===== config.mk =====
export PLATFORM = sky130hd
export DESIGN_NAME = bram_write_window_flat
export DESIGN_NICKNAME = d
export VERILOG_FILES = /design/src/rtl/bram_write_window_if.sv /design/src/rtl/bram_write_window.sv /design/src/flat_wrapper.sv
export SDC_FILE = /design/constraint.sdc
export NUM_CORES = 1
export LEC_CHECK = 0
export ABC_AREA = 1
export ABC_CLOCK_PERIOD_IN_PS = 1100
export CORE_MARGIN = 2
export CORE_UTILIZATION = 39
export CTS_CLUSTER_SIZE = 16
export DETAILED_ROUTE_END_ITERATION = 8
export PLACE_DENSITY = 0.84
export SYNTH_ARGS = -nofsm -noshare
export SYNTH_HDL_FRONTEND = slang
export SYNTH_SLANG_ARGS = --single-unit

===== constraint.sdc =====
create_clock -name clk -period 1.1 [get_ports clk]
set_input_delay 0.22 -clock clk [delete_from_list [all_inputs] [get_ports clk]]
set_output_delay 0.22 -clock clk [all_outputs]
set_load 0.01 [all_outputs]

===== src/rtl/bram_write_window_if.sv =====
// Address-in / write-window-out bundle between the BRAM address counter,
// the write-window generator and the BRAM write port.
interface bram_write_window_if #(
  parameter int BRAM_WIDTH = 10
);
  logic [BRAM_WIDTH-1:0] address;
  logic                  wen;
  logic [BRAM_WIDTH-1:0] count;
  logic                  init;

  modport master (output address, input wen, input count, input init);
  modport slave  (input address, output wen, output count, output init);
endinterface


===== src/rtl/bram_write_window.sv =====
// Write-enable generator for one address-aligned BRAM capture sweep:
// arm on restart, wait for the last address, then write 2**BRAM_WIDTH cycles.
module bram_write_window #(
  parameter int BRAM_WIDTH = 10
) (
  input  logic               clk,
  input  logic               restart,
  bram_write_window_if.slave bus
);

  typedef enum logic [1:0] {
    S_IDLE,
    S_ARMED,
    S_WRITING
  } state_t;

  localparam logic [BRAM_WIDTH-1:0] LAST = '1;

  state_t                r_state = S_IDLE;
  logic                  r_wen   = 1'b0;
  logic [BRAM_WIDTH-1:0] r_count = '0;
  logic                  r_init  = 1'b0;

  state_t                w_state;
  logic                  w_wen;
  logic [BRAM_WIDTH-1:0] w_count;
  logic                  w_init;

  always_ff @(posedge clk) begin
    r_state <= w_state;
    r_wen   <= w_wen;
    r_count <= w_count;
    r_init  <= w_init;
  end

  // Next-state decode; every output is the registered image of this decode
  always_comb begin
    w_state = r_state;
    w_wen   = 1'b0;
    w_count = '0;
    w_init  = 1'b0;
    if (restart) begin
      w_state = S_ARMED;
      w_init  = 1'b1;
    end else begin
      unique case (r_state)
        S_ARMED: begin
          if (bus.address == LAST) begin
            w_state = S_WRITING;
            w_wen   = 1'b1;
          end else begin
            w_init  = 1'b1;
          end
        end
        S_WRITING: begin
          // Address is no longer consulted: the sweep length is set by count alone
          if (r_count == LAST) begin
            w_state = S_IDLE;
          end else begin
            w_wen   = 1'b1;
            w_count = r_count + 1'b1;
          end
        end
        default: begin
          w_state = S_IDLE;
        end
      endcase
    end
  end

  assign bus.wen   = r_wen;
  assign bus.count = r_count;
  assign bus.init  = r_init;

endmodule


===== src/flat_wrapper.sv =====
// flat-port wrapper written by rule: the top's interface ports become plain ports
module bram_write_window_flat 
#(
  parameter int BRAM_WIDTH = 10
)
  (clk, restart, bus_address, bus_wen, bus_count, bus_init);
  bram_write_window_if #(.BRAM_WIDTH(BRAM_WIDTH)) bus_i ();
  input  logic clk;
  input  logic restart;
  input wire logic [$bits(bus_i.address)-1:0] bus_address;
  output wire logic [$bits(bus_i.wen)-1:0] bus_wen;
  output wire logic [$bits(bus_i.count)-1:0] bus_count;
  output wire logic [$bits(bus_i.init)-1:0] bus_init;
  assign bus_i.address = bus_address;
  assign bus_wen = bus_i.wen;
  assign bus_count = bus_i.count;
  assign bus_init = bus_i.init;
  bram_write_window #(.BRAM_WIDTH(BRAM_WIDTH)) u_core (.clk(clk), .restart(restart), .bus(bus_i));
endmodule

== After elaboration in Yosys (flattened, before gate mapping) ==
Cells that the tools add are included.

* Output and inout port bits: 12
* RAM bits: 0
* Latch bits: 0
* ROM bits: 0
* Memories: 0
* Bits in registers: 14

* Equality and inequality tests: 6
* Reductions and logical operators: 2
* Multiplexer cells: 8
* Divide/modulo/power cells: 0
* Order comparisons: 0
* $add $sub $neg: 1
* Shifts and indexed selects: 0
* Multiply operators: 0
* Bitwise gates (word level): 1

{| class="wikitable"
|+ Operator list
! operator !! number
|-
| 10-bit equality test (second input constant) || 2
|-
| 10-bit by 1-bit adder with 10-bit output (second input constant) || 1
|-
| 1-bit 2-to-1 mux || 4
|-
| 2-bit 2-to-1 mux || 2
|-
| 2-bit by 1-bit inequality test with 1-bit output (second input constant) || 2
|-
| 2-bit one-hot mux with 2 select lines || 1
|-
| 3-bit OR reduction || 1
|-
| 2-bit by 1-bit equality test with 1-bit output (second input constant) || 1
|-
| 2-bit equality test (second input constant) || 1
|-
| 1-bit one-hot mux with 2 select lines || 1
|-
| 2-bit AND reduction || 1
|-
| 1-bit inverter || 1
|}

== Longest topological paths before layout ==
Gate-level depths: netlist of the first run.

* Depth after elaboration: 3
* Gate-level depth with buffers: 8
* Depth with buffers taken out: 8

== Worst setup path after synthesis of the first run ==
No wires, ideal clock.

* Kind: register to register
* Start point: reg u_core.r_count[0] (netlist: u_core.bus.count[0])
* End point: reg u_core.r_wen (netlist: u_core.bus.wen)
* Buffers on the path: 0
* Stages on the path, launching flop included: 8
* Period minus slack after synthesis: 1.306 ns
* Setup slack: -0.206 ns
* Arrival time: 1.192 ns
* Library setup time: 0.115 ns
* Cells stage by stage: dfxtp_1 -> ha_1 -> nand2_1 -> nor2_4 -> nand3_4 -> nand2_4 -> inv_2 -> o21a_1

* Word-level cells in the longest chain between the ends: 3

{| class="wikitable"
|+ Ends and longest elaborated chain
! what !! RTL line !! text
|-
| from (decl) || bram_write_window.sv:21 || <nowiki>logic [BRAM_WIDTH-1:0] r_count = '0;</nowiki>
|-
| from (signal assigned) || bram_write_window.sv:32 || <nowiki>r_count <= w_count;</nowiki>
|-
| 10-bit equality test || bram_write_window.sv:57 || <nowiki>if (r_count == LAST) begin</nowiki>
|-
| 1-bit 2-to-1 mux || bram_write_window.sv:57 ||
|-
| 1-bit one-hot mux with 2 select lines || bram_write_window.sv:46 || <nowiki>unique case (r_state)</nowiki>
|-
| to (signal assigned) || bram_write_window.sv:31 || <nowiki>r_wen <= w_wen;</nowiki>
|-
| to (decl) || bram_write_window.sv:20 || <nowiki>logic r_wen = 1'b0;</nowiki>
|}

No other way between the ends.
A chain may end at the register's enable or synchronous reset.

== Final worst setup path of the first run ==
* Start point: reg u_core.r_count[1] (netlist: u_core.bus.count[1])
* End point: reg u_core.r_wen (netlist: u_core.bus.wen)

Same word-level chain as after synthesis.

==> impl_metrics.py, run 1 <==
metrics = {
    "run_status": {
        "status": "finished, violations left",
        "violations": "negative setup slack",
    },
    "routing": {
        "dr.pass1.iters": 4,
        "wl_met3_um": 91,
        "drc_errors": 0,
        "routedWlPerCell_um": 10.6,
        "route.antenna.remaining_nets": 0,
        "avgViaCountPerCell": 4.44,
        "drt-total-wl_um": 1610,
        "vias": 671,
        "wl_met1_um": 574,
        "drtIter0Drc": 4,
        "wl_met2_um": 927,
        "dr.max_layer_used": "met4",
    },
    "sta": {
        "tightest_slew_ns": 0.206,
        "drv_slew": 0,
        "finClkSkew_ns": 0.00500,
        "hold_violations": 0,
        "fin_ws_ns": -0.103,
        "setup_viol": 13,
        "finalCritPeriodShare_pct": 109,
        "min_period_ns": 1.20,
        "grt_setup_unrepaired": "yes",
        "max_slew_margin_pct": 86.3,
        "hold_slack_ns": 0.459,
        "fmax_ghz": 0.831,
    },
    "clocking": {
        "numCtsBuffers": 3,
        "cts-root-buf": "clkbuf_4",
        "htree_levels": 1,
        "clk_latency_ns": 0.28,
        "cts_buffer_depth": 2,
        "cts_sinks": 14,
        "path_clk_slew_ns": 0.09,
        "cts_tree": "done",
    },
    "flow_run": {
        "drv_cap": 0,
    },
    "critical_path": {
        "crit_fanout": 4,
        "r2r_cells": 7,
        "cp.required_ns": 1.28,
        "end_kind": "flip-flop",
        "crit_path_start_kind": "flip-flop",
        "path_class": "flip-flop to flip-flop",
        "arrival_ns": 1.38,
    },
    "placed_design": {
        "place.gp.congestion": 0.737,
        "placed_area_um2": 1070,
        "dp_hpwl_um": 1250,
        "portBuffers": 23,
    },
    "global_route": {
        "grt_util_all_layers_pct": 17.2,
        "grt_pass1_vias": 648,
        "grt_pass1_wl_um": 2550,
        "antenna_found_initial": 0,
        "grt_overflow_total": 0,
        "grt_max_degree": 11,
    },
    "worst_hold_path": {
        "hold_depth": 1,
        "hp-class": "flip-flop to flip-flop",
    },
    "finish": {
        "multi_input_area_um2": 420,
        "design_area_um2": 1110,
        "drive_above_1_share_pct": 44.4,
        "antenna_cells": 0,
        "regArea_um2": 298,
        "area_growth_syn_to_layout_pct": 58.3,
        "n_fill_cell": 150,
        "nNetsFinal": 142,
    },
    "synth": {
        "synth_fa_ha_area_share_pct": 5.35,
        "yosys.area_share.simple_pct": 41.5,
        "ys_seq_area_share_pct": 39.9,
        "yosys_register_bits": 14,
        "syn_nets": 101,
        "synth_cell_types": 19,
        "synth_top_family_by_area": "simple AND/OR/NAND/NOR gates",
        "synth_xor_area_share_pct": 4.99,
        "synth-compound-area-share_pct": 2.32,
        "yosysTopAreaCell": "dfxtp_1",
        "netlist_instances": 86,
        "yosys-top-cells-area": "dfxtp_1, nand2_1, nor2_1, ha_1, inv_1",
        "synth.top_cell.area_share_pct": 39.9,
        "synth.area.mux_share_pct": 0,
        "synth_warnings": 0,
        "synth.cell_area_um2": 702,
        "synth.avg_cell_area_um2": 8.16,
    },
    "die": {
        "die-height_um": 46.4,
        "io_pins": 24,
        "core_um2": 1710,
        "die_w_um": 46.4,
        "start_util_pct": 41.1,
        "dieArea_um2": 2160,
        "core.rowCount": 15,
    },
    "power": {
        "peakVddDrop_mv": 0.593,
        "power.total_w": 0.000955,
        "leakagePower_nw": 0.504,
        "powerDensity_nw_per_um2": 860,
    },
}
## cells by family (layout without fill, tap and decap cells)
kind of cell	Yosys count	in the layout
simple gates	52	52
flops	14	14
buf+inv	11	51
xor+xnor	4	4
fa+ha+maj	3	3
compound gates	2	2
## per-stage QoR
step | worst slack [ns] | std cells | TNS, ns | util (%)
after CTS | -0.124 | 148 | -0.976 | 65.2
after detailed placement | -0.269 | 143 | -1.74 | 62.8
after floorplan | -0.0820 | 86 | -0.287 | -
final | -0.103 | 151 | -0.721 | 65.1
after global routing | -0.173 | 151 | -1.74 | 65.1
after global placement | -0.209 | 143 | -1.19 | 62.8
## placed cells by master, fill, tap and decap left out, types with 4 or more instances in the layout
| master | instances |
|---|---|
| buf_2 | 6 |
| buf_4 | 13 |
| clkdlybuf4s50_1 | 11 |
| dfxtp_1 | 6 |
| dfxtp_2 | 5 |
| inv_1 | 10 |
| nand2_1 | 19 |
| nand2_2 | 5 |
| nor2_1 | 12 |
| nor2_4 | 4 |
## power breakdown
group | leakage [nW] | internal [W] | total, W | switching (W)
clock network | 0.0210 | 0.000201 | 0.000367 | 0.000166
logic | 0.365 | 0.0000524 | 0.0000803 | 0.0000280
registers | 0.118 | 0.000504 | 0.000508 | 0.00000366
total | 0.504 | 0.000758 | 0.000955 | 0.000197
## critical path, cell delays in order (launching register included)
cell and delay (ns):
dfxtp_4 0.38, ha_4 0.15, nand2_4 0.05, nor2_4 0.14, nand3_4 0.11, nand2_4 0.09, inv_2 0.03, o21a_1 0.15
## routing by layer
layer | track usage [%] | up-vias
met1 | 16.0 | 302
met3 | 4.71 | 2
li1 | - | 342
met2 | 34.2 | 25
met5 | 0 | -
met4 | 6.86 | 0
## path summary, 6_finish.rpt
path | start | end | slack (ns)
min | u_core.bus.count[0]$_SDFF_PP0_ | u_core.bus.count[0]$_SDFF_PP0_ | 0.46
min reg2reg | u_core.bus.count[0]$_SDFF_PP0_ | u_core.bus.count[0]$_SDFF_PP0_ | 0.46
max reg2reg | u_core.bus.count[1]$_SDFF_PP0_ | u_core.bus.wen$_SDFF_PP0_ | -0.10
max | u_core.bus.count[1]$_SDFF_PP0_ | u_core.bus.wen$_SDFF_PP0_ | -0.10
## area by class of cell
class	instances	share of cell area, %
repair buffers	36	25.6
multi-input cells	61	37.8
well taps	25	2.82
flip-flops and latches	14	26.8
clock buffers	4	3.27
inverters	11	3.72
## cells in the mapped netlist
library cell	count
a21oi_2	1
dfxtp_1	14
ha_1	3
inv_1	10
inv_2	1
nand2_1	22
nand2_2	3
nand2_4	1
nand3_1	3
nand3_2	1
nand3_4	2
nor2_1	12
nor2_2	2
nor2_4	3
nor3b_1	2
nor3b_2	1
o21a_1	1
xnor2_1	1
xor2_1	3
## timing repair
action,4_1_cts,5_1_grt
pin swaps,4,2
resized for setup,41,7
hold buffers,0,0
hold endpoints to repair,0,0
buffers inserted,1,3
endpoints found under the setup margin,25,20
## registers in the layout, summed over array words and instances, names as in the netlist
signal and count:
u_core.bus.wen 1, u_core.r_state 2, u_core.bus.init 1, u_core.bus.count 10
No activity file was read; power rests on OpenSTA's default activity.
==> run 2, diff against run 1 <==
--- a/config.mk
+++ b/config.mk
@@ -7,6 +7,7 @@
 export LEC_CHECK = 0
 export ABC_AREA = 1
 export ABC_CLOCK_PERIOD_IN_PS = 1100
+export CAP_MARGIN = 40
 export CORE_MARGIN = 2
 export CORE_UTILIZATION = 39
 export CTS_CLUSTER_SIZE = 16
==> results of run 2 <==
Same layout as run 1: the final DEF is identical, and so are final timing and power.
